===== config.mk =====
export PLATFORM = sky130hd
export DESIGN_NAME = wb_dma_rf_lite
export DESIGN_NICKNAME = d
export VERILOG_FILES = /design/src/rtl/wb_dma_rf_lite.sv
export SDC_FILE = /design/constraint.sdc
export NUM_CORES = 1
export LEC_CHECK = 0
export ABC_CLOCK_PERIOD_IN_PS = 2500
export BUFFER_PORTS_ARGS = -buffer_cell sky130_fd_sc_hd__buf_2
export CAP_MARGIN = 20
export CORE_MARGIN = 2
export CORE_UTILIZATION = 35
export CTS_BUF_LIST = sky130_fd_sc_hd__clkbuf_8
export DETAILED_ROUTE_END_ITERATION = 10
export PLACE_DENSITY_LB_ADDON = 0.1
export SLEW_MARGIN = 25
export SYNTH_ARGS = -nofsm -noshare
export SYNTH_HDL_FRONTEND = slang
export SYNTH_SLANG_ARGS = --single-unit

===== constraint.sdc =====
create_clock -name clk -period 2.5 [get_ports clk]
set_input_delay 0.25 -clock clk [delete_from_list [all_inputs] [get_ports clk]]
set_output_delay 0.25 -clock clk [all_outputs]
set_load 0.05 [all_outputs]

===== src/rtl/wb_dma_rf_lite.sv =====
`default_nettype none
// ============================================================================
//  Module      : wb_dma_rf_lite
//  Description : DMA register file behind the WISHBONE slave stage. Holds the
//                global CSR/INT_MSK/INT_SRC and per-channel CSR, remaining
//                size and source/destination addresses. Tracks transfer
//                progress from engine decrement/error pulses and raises a
//                registered, masked interrupt.
//  Revision    : 1.0 - initial release
// ============================================================================
module wb_dma_rf_lite #(
    parameter int CH_NUM = 4
) (
    input  logic                   clk,
    input  logic                   rst,
    input  logic [31:0]            slv_adr,
    input  logic [31:0]            slv_dout,
    input  logic                   slv_re,
    input  logic                   slv_we,
    output logic [31:0]            slv_din,
    input  logic [CH_NUM-1:0]      de_dec,
    input  logic [CH_NUM-1:0]      de_err,
    output logic [CH_NUM-1:0]      ch_en,
    output logic [12*CH_NUM-1:0]   ch_sz,
    output logic [32*CH_NUM-1:0]   ch_a0,
    output logic [32*CH_NUM-1:0]   ch_a1,
    output logic                   pause_o,
    output logic                   inta_o
);

    // Register index within a 32-byte window (slv_adr[4:2])
    localparam logic [2:0] c_GLB_CSR = 3'd0;
    localparam logic [2:0] c_GLB_MSK = 3'd1;
    localparam logic [2:0] c_GLB_SRC = 3'd2;
    localparam logic [2:0] c_CH_CSR  = 3'd0;
    localparam logic [2:0] c_CH_SZ   = 3'd1;
    localparam logic [2:0] c_CH_A0   = 3'd2;
    localparam logic [2:0] c_CH_A1   = 3'd3;

    // Global registers
    logic                   r_pause;
    logic [CH_NUM-1:0]      r_int_msk;
    logic [CH_NUM-1:0]      r_int_src;
    logic                   r_inta;

    // Per-channel registers
    logic [CH_NUM-1:0]      r_en;
    logic [CH_NUM-1:0]      r_done;
    logic [CH_NUM-1:0]      r_err;
    logic [CH_NUM-1:0]      r_ine_done;
    logic [CH_NUM-1:0]      r_ine_err;
    logic [12*CH_NUM-1:0]   r_sz;
    logic [32*CH_NUM-1:0]   r_a0;
    logic [32*CH_NUM-1:0]   r_a1;

    // Decode: [7:5] selects the window (0 = global, i+1 = channel i)
    logic [2:0]             w_blk;
    logic [2:0]             w_reg;
    logic                   w_glb;
    logic [CH_NUM-1:0]      w_ch_sel;
    logic                   w_unused_adr;

    // Per-channel write strobes and hardware events
    logic [CH_NUM-1:0]      w_wr_csr;
    logic [CH_NUM-1:0]      w_wr_sz;
    logic [CH_NUM-1:0]      w_wr_a0;
    logic [CH_NUM-1:0]      w_wr_a1;
    logic [CH_NUM-1:0]      w_err_evt;
    logic [CH_NUM-1:0]      w_dec_ok;
    logic [CH_NUM-1:0]      w_done_evt;
    logic [CH_NUM-1:0]      w_src_set;
    logic [CH_NUM-1:0]      w_src_clr;
    logic [31:0]            w_rdata;

    assign w_blk        = slv_adr[7:5];
    assign w_reg        = slv_adr[4:2];
    assign w_glb        = (w_blk == 3'd0);
    assign w_unused_adr = &{1'b0, slv_adr[31:8], slv_adr[1:0]};

    // Channel window select, write strobes and engine events
    always_comb begin
        w_ch_sel   = '0;
        w_wr_csr   = '0;
        w_wr_sz    = '0;
        w_wr_a0    = '0;
        w_wr_a1    = '0;
        w_err_evt  = '0;
        w_dec_ok   = '0;
        w_done_evt = '0;
        w_src_set  = '0;
        for (int i = 0; i < CH_NUM; i++) begin
            w_ch_sel[i]   = (w_blk == 3'(i + 1));
            w_wr_csr[i]   = slv_we & w_ch_sel[i] & (w_reg == c_CH_CSR);
            w_wr_sz[i]    = slv_we & w_ch_sel[i] & (w_reg == c_CH_SZ);
            w_wr_a0[i]    = slv_we & w_ch_sel[i] & (w_reg == c_CH_A0);
            w_wr_a1[i]    = slv_we & w_ch_sel[i] & (w_reg == c_CH_A1);
            // An error freezes the count, so it also suppresses the decrement
            w_err_evt[i]  = r_en[i] & de_err[i];
            w_dec_ok[i]   = r_en[i] & de_dec[i] & ~w_err_evt[i]
                            & (r_sz[12*i +: 12] != 12'd0);
            w_done_evt[i] = w_dec_ok[i] & (r_sz[12*i +: 12] == 12'd1);
            w_src_set[i]  = (w_done_evt[i] & r_ine_done[i])
                            | (w_err_evt[i] & r_ine_err[i]);
        end
    end

    assign w_src_clr = (slv_we && w_glb && (w_reg == c_GLB_SRC))
                       ? slv_dout[CH_NUM-1:0] : '0;

    // Read data multiplexer; unmapped offsets and unused bits return 0
    always_comb begin
        w_rdata = '0;
        if (w_glb) begin
            case (w_reg)
                c_GLB_CSR: w_rdata[0]          = r_pause;
                c_GLB_MSK: w_rdata[CH_NUM-1:0] = r_int_msk;
                c_GLB_SRC: w_rdata[CH_NUM-1:0] = r_int_src;
                default:   w_rdata             = '0;
            endcase
        end
        for (int i = 0; i < CH_NUM; i++) begin
            if (w_ch_sel[i]) begin
                case (w_reg)
                    c_CH_CSR: w_rdata[4:0]  = {r_ine_err[i], r_ine_done[i],
                                               r_err[i], r_done[i], r_en[i]};
                    c_CH_SZ:  w_rdata[11:0] = r_sz[12*i +: 12];
                    c_CH_A0:  w_rdata       = r_a0[32*i +: 32];
                    c_CH_A1:  w_rdata       = r_a1[32*i +: 32];
                    default:  w_rdata       = '0;
                endcase
            end
        end
    end

    // Read data register: loaded on the read strobe, held otherwise
    always_ff @(posedge clk or negedge rst) begin
        if (!rst) begin
            slv_din <= '0;
        end else if (slv_re) begin
            slv_din <= w_rdata;
        end
    end

    // Global CSR, interrupt mask/source and registered interrupt output
    always_ff @(posedge clk or negedge rst) begin
        if (!rst) begin
            r_pause   <= 1'b0;
            r_int_msk <= '0;
            r_int_src <= '0;
            r_inta    <= 1'b0;
        end else begin
            if (slv_we && w_glb && (w_reg == c_GLB_CSR)) begin
                r_pause <= slv_dout[0];
            end
            if (slv_we && w_glb && (w_reg == c_GLB_MSK)) begin
                r_int_msk <= slv_dout[CH_NUM-1:0];
            end
            // A new source event beats a same-cycle write-1-to-clear
            r_int_src <= (r_int_src & ~w_src_clr) | w_src_set;
            r_inta    <= |(r_int_src & r_int_msk);
        end
    end

    // Per-channel state: hardware completion/error overrides software EN/DONE/ERR
    always_ff @(posedge clk or negedge rst) begin
        if (!rst) begin
            r_en       <= '0;
            r_done     <= '0;
            r_err      <= '0;
            r_ine_done <= '0;
            r_ine_err  <= '0;
            r_sz       <= '0;
            r_a0       <= '0;
            r_a1       <= '0;
        end else begin
            for (int i = 0; i < CH_NUM; i++) begin
                if (w_err_evt[i]) begin
                    r_en[i]  <= 1'b0;
                    r_err[i] <= 1'b1;
                end else if (w_done_evt[i]) begin
                    r_en[i]   <= 1'b0;
                    r_done[i] <= 1'b1;
                end else if (w_wr_csr[i]) begin
                    r_en[i] <= slv_dout[0];
                    if (slv_dout[0]) begin
                        r_done[i] <= 1'b0;
                        r_err[i]  <= 1'b0;
                    end
                end
                if (w_wr_csr[i]) begin
                    r_ine_done[i] <= slv_dout[3];
                    r_ine_err[i]  <= slv_dout[4];
                end
                // Software load of the count beats an engine decrement
                if (w_wr_sz[i]) begin
                    r_sz[12*i +: 12] <= slv_dout[11:0];
                end else if (w_dec_ok[i]) begin
                    r_sz[12*i +: 12] <= r_sz[12*i +: 12] - 12'd1;
                end
                if (w_wr_a0[i]) begin
                    r_a0[32*i +: 32] <= slv_dout;
                end
                if (w_wr_a1[i]) begin
                    r_a1[32*i +: 32] <= slv_dout;
                end
            end
        end
    end

    assign ch_en   = r_en;
    assign ch_sz   = r_sz;
    assign ch_a0   = r_a0;
    assign ch_a1   = r_a1;
    assign pause_o = r_pause;
    assign inta_o  = r_inta;

endmodule
`default_nettype wire


==> flow_summary.yaml, run 1 <==
cts:
  numCtsBuffers: 70
  cts.sinks: 366
  cts_tree: "done"
  htree_levels: 3
  cts.clk_slew.worst_paths_ns: 0.06
  cts.repair.resized: 0
  root_buffer: "clkbuf_8"
  clock_path_buffers: 3
  insertion_delay_ns: 0.65
yosys:
  synth.net_count: 1528
  ys_ff_latch: 366
  synth_edf_count: 0
  async_flop_share_pct: 100
  syn_area_per_cell_um2: 12.2
  syn_area_mm2: 0.0177
  synth_cells: 1444
  ys_seq_area_share_pct: 51.9
  yosysWarnings: 0
  ys.flop_type: "dfrtp_1"
  synth_cell_types: 64
finish:
  nets: 1995
  final_common_cell: "buf_2"
  fillCellCount: 4818
  multiInputGateArea_mm2: 0.00803
  diodes: 0
  final_cell_mix: "buf_2 (389), dfrtp_1 (366), mux2_2 (316)"
  utilization_pct: 45.2
  syn_to_final_growth_pct: 27.9
  seqCellArea_mm2: 0.00916
  drive_gt1_share_pct: 47.2
timing:
  rsz0062_at_grt: "no"
  finalCritPeriodShare_pct: 85.5
  hold_ws_ns: 0.0509
  max_freq_mhz: 468
  layout_min_cycle_time_ns: 2.14
  worst_slack_ns: 0.361
  hold_violations: 0
  tns_ns: 0
  skew_ns: 0.0258
  slew_headroom_pct: 56.6
  finalSetupViolCount: 0
  drv_slew: 0
  tightest_slew_ns: 0.642
floorplan:
  die_width_um: 229
  dieHeight_um: 229
  num_rows: 82
  num_io_pins: 418
  initial_core_util_pct: 35.3
  core_mm2: 0.0500
  dieArea_mm2: 0.0523
placement:
  preCtsSetupSlack_ns: 0.279
  io_buffers: 391
  place_congestion: 0.863
  place_hpwl_mm: 45.7
power_and_ir_drop:
  finalPower_mw: 21.9
  p_per_area_mw_per_mm2: 969
  vdd_drop_max_mv: 0.455
  leakagePower_nw: 11.1
routing:
  first_iter_violations: 787
  dr_total_vias: 14000
  via_per_inst: 5.33
  first_pass_iters: 5
  routed_wl_mm: 65.9
  drtAntennaViolNets: 0
  wire_per_inst_um: 25.1
  drc: 0
global_route:
  grt_max_degree: 84
  grt_pass1_vias: 14400
  gr-usage-all-layers_pct: 25.0
  antenna_found_initial: 1
  grt_pass1_wl_mm: 97.6
  grt_overflow: 0
setup_path:
  worstSetupStartpointType: "flop"
  cp_slowest_cell: "or4b_1"
  crit_fanout: 6
  crit_type: "flop to flop"
  slowest_delay_ns: 0.55
  crit_family: "simple AND/OR/NAND/NOR gates"
  worst_ep_arrival_time_ns: 2.65
  worstPathRequired_ns: 3.01
  path_buf_inv: 1
  worstSetupEndpointType: "flop"
  crit_path_cell_trace: "inv_1 > ha_1 > or4b_1 > or4_1 > mux2i_1 > a21oi_1"
status:
  status: "finished clean"
min_path:
  hp-class: "input port to flop"
job:
  max_cap_violations: 0
[sequential cells by signal, summed over array words and instances (netlist names)]
signal	flops
pause_o	1
ch_en	4
r_int_msk	4
r_done	4
r_ine_done	4
ch_a1	128
ch_a0	128
r_ine_err	4
ch_sz	48
inta_o	1
r_err	4
slv_din	32
r_int_src	4
[layer usage]
layer	GRT usage, %	vias up	part of all wire (%)
li1	-	6288	-
met1	32.4	7170	43
met2	40.8	468	48
met3	7.04	83	7.4
met4	7.23	2	2.1
met5	0	-	0.017
[worst reg2reg max path, cell delays in order (launching register included)]
cell	delay (ns)
dfrtp_1	0.47
inv_1	0.09
ha_1	0.20
or4b_1	0.55
or4_1	0.46
mux2i_1	0.16
a21oi_1	0.08
[synthesized netlist by cell type, types with 21 or more instances]
| cell type | number | area (µm²) |
|---|---|---|
| nor3_1 | 25 | 125 |
| mux2_2 | 316 | 3560 |
| a221oi_1 | 21 | 184 |
| nand2_1 | 44 | 165 |
| o22ai_1 | 40 | 250 |
| a22oi_1 | 32 | 240 |
| a21oi_1 | 76 | 380 |
| mux2_1 | 22 | 248 |
| dfrtp_1 | 366 | 9160 |
| inv_1 | 23 | 86.3 |
| mux2i_1 | 54 | 541 |
| clkbuf_1 | 46 | 173 |
| nor2_1 | 114 | 428 |
| buf_2 | 37 | 185 |
[cell type report]
cell class	count	share of cell area (%)
Clock buffer	96	5.85
Clock inverter	22	0.560
Inverter	23	0.382
Multi-Input combinational cell	960	35.6
Sequential cell	366	40.6
Tap cell	672	3.72
Timing Repair Buffer	490	13.4
[power by group]
group          total (mW)  internal [mW]  switching (mW)  leakage, nW
logic                7.46           2.15            5.31         5.55
clock network        6.18           3.49            2.69        0.799
registers            8.25           6.94            1.31         4.79
[timing repair]
item                                   4_1_cts  5_1_grt
hold buffers                                25        0
setup buffers                                0        0
endpoints found under the hold margin      247        0
[through the flow]
step	area (µm²)	std cells
2_1_floorplan	17700	1444
3_3_place_gp	20900	2486
3_5_place_dp	20900	2486
4_1_cts	22600	2629
5_1_grt	22600	2629
6_report	22600	2629
[cell families (layout without fill, tap and decap cells)]
| kind of cell | after synthesis | after routing | share of synthesized area, % |
|---|---|---|---|
| muxes | 407 | 407 | 26.5 |
| DFF | 366 | 366 | 51.9 |
| and+or+nand+nor | 291 | 291 | 8.43 |
| AOI/OAI and AO/OA | 228 | 228 | 8.39 |
| buffers and inverters | 118 | 631 | 2.92 |
| xor gates and xnor gates | 26 | 26 | 1.29 |
| adders and majority gates | 8 | 8 | 0.567 |
[worst paths after layout]
| kind | startpoint | endpoint | slack, ns | cells after the start |
|---|---|---|---|---|
| min in group asynchronous | rst | ch_a0[102] | 0.18 | 2 |
| worst max-delay path | ch_sz[36] | ch_sz[46] | 0.36 | 6 |
| worst max register to register | ch_sz[36] | ch_sz[46] | 0.36 | 6 |
| max in group asynchronous | rst | ch_sz[10] | 1.45 | 4 |
| worst min-delay path | de_err[1] | ch_en[1] | 0.05 | 3 |
| worst min register to register | r_done[3] | r_done[3] | 0.48 | 1 |
No activity file was read; power rests on OpenSTA's default activity.
==> run 2, diff against run 1 <==
--- a/config.mk
+++ b/config.mk
@@ -13,6 +13,7 @@
 export CTS_BUF_LIST = sky130_fd_sc_hd__clkbuf_8
 export DETAILED_ROUTE_END_ITERATION = 10
 export PLACE_DENSITY_LB_ADDON = 0.1
+export REMOVE_ABC_BUFFERS = 1
 export SLEW_MARGIN = 25
 export SYNTH_ARGS = -nofsm -noshare
 export SYNTH_HDL_FRONTEND = slang
==> flow_summary.yaml, run 2 (synthesis results as in run 1) <==
status:
  status: "finished clean"
finish:
  utilization_pct: 45.0
  final_cell_mix: "buf_2 (389), dfrtp_1 (366), mux2_2 (316)"
  final_common_cell: "buf_2"
  fin_cells: 2635
  diodes: 0
  syn_to_final_growth_pct: 27.3
  nets: 2001
  design_area_mm2: 0.0225
  drive_gt1_share_pct: 46.6
placement:
  dp_cells: 2488
  io_buffers: 391
  dpl_cell_area_mm2: 0.0209
  place_hpwl_mm: 43.9
  place_congestion: 0.899
cts:
  cts.sinks: 366
  htree_levels: 3
  insertion_delay_ns: 0.65
  hold_buffers: 28
  clock_path_buffers: 3
  cts.repair.resized: 0
  cts.clk_slew.worst_paths_ns: 0.06
  numCtsBuffers: 71
  cts_tree: "done"
  post_cts_buffers: 0
  root_buffer: "clkbuf_8"
setup_path:
  r2r_end: "r_err[1]"
  crit_start: "ch_sz[18]"
  crit_fanout: 6
  worst_ep_arrival_time_ns: 2.74
  crit_type: "flop to flop"
  worstSetupStartpointType: "flop"
  endpoint: "r_err[1]"
  worstPathRequired_ns: 3.08
  timing.reg2reg.setup_slack_ns: 0.34
  r2r-start: "ch_sz[18]"
  worstSetupEndpointType: "flop"
  reg2reg_depth: 5
timing:
  rsz0062_at_grt: "no"
  hold_ws_ns: 0.0466
  finalCritPeriodShare_pct: 86.4
  skew_ns: 0.0305
  layout_min_cycle_time_ns: 2.16
  tns_ns: 0
  max_freq_mhz: 463
  tightest_slew_ns: 0.720
  drv_slew: 0
  hold_violations: 0
  slew_headroom_pct: 51.9
  finalSetupViolCount: 0
global_route:
  gr-usage-all-layers_pct: 24.8
  grt_max_degree: 101
  grt_pass1_vias: 14700
  grt_overflow: 0
  antenna_found_initial: 0
  grt_pass1_wl_mm: 97.1
job:
  max_cap_violations: 0
floorplan:
  die_width_um: 229
  core_mm2: 0.0500
  num_io_pins: 418
  num_rows: 82
  dieArea_mm2: 0.0523
  initial_core_util_pct: 35.3
  dieHeight_um: 229
routing:
  wire_per_inst_um: 24.7
  dr_total_vias: 14000
  drc: 0
  first_pass_iters: 5
  first_iter_violations: 729
  routed_wl_mm: 65.0
  drtAntennaViolNets: 0
  via_per_inst: 5.33
min_path:
  hp-class: "input port to flop"
  min-delay-start: "slv_dout[7]"
power_and_ir_drop:
  leakagePower_nw: 11.1
  p_per_area_mw_per_mm2: 963
  vdd_drop_max_mv: 0.522
## run 2: per-stage QoR
step	setup WS, ns	total power [mW]
2_1_floorplan	-0.919	13.2
4_1_cts	0.432	21.9
6_report	0.339	21.6
3_3_place_gp	0.326	15.8
3_5_place_dp	0.307	15.9
5_1_grt	0.260	22.7
## run 2: power breakdown
part | total, mW | switching, mW | internal [mW]
sequential | 8.09 | 1.15 | 6.94
clock | 5.83 | 2.69 | 3.15
combinational | 7.72 | 5.48 | 2.24
total | 21.6 | 9.32 | 12.3
## run 2: cell type report
type                    instances  area (µm²)
fillers                      4848       27500
flip-flops and latches        366        9160
multi-input cells             960        8030
repair buffers                495        3010
clock buffers                  84        1160
well taps                     672         841
clock inverters                35         193
inverters                      23        86.3
## run 2: per-layer routing
| layer | wire length, µm | global-route usage (%) |
|---|---|---|
| met1 | 27400 | 31.0 |
| met2 | 31800 | 41.8 |
| met3 | 4480 | 7.36 |
| met4 | 1330 | 6.23 |
| met5 | 0 | 0 |
## run 2: critical path: stages, from the launching register on
cell      delay, ns
dfrtp_1        0.48
nor4_1         0.50
nand2_1        0.21
nor3_1         0.63
o21ai_0        0.19
nand2b_1       0.10
## run 2: worst min-delay path by stage
stage / slack [ns] / end / depth (start not counted)
after CTS: 0.003 / ch_sz[8] / 3
after detailed placement: 0.17 / ch_a1[100] / 1
after global placement: 0.16 / ch_a1[99] / 1
final: 0.05 / ch_sz[19] / 3
after floorplan: -0.05 / ch_a0[0] / 0
after global routing: 0.02 / ch_sz[5] / 3
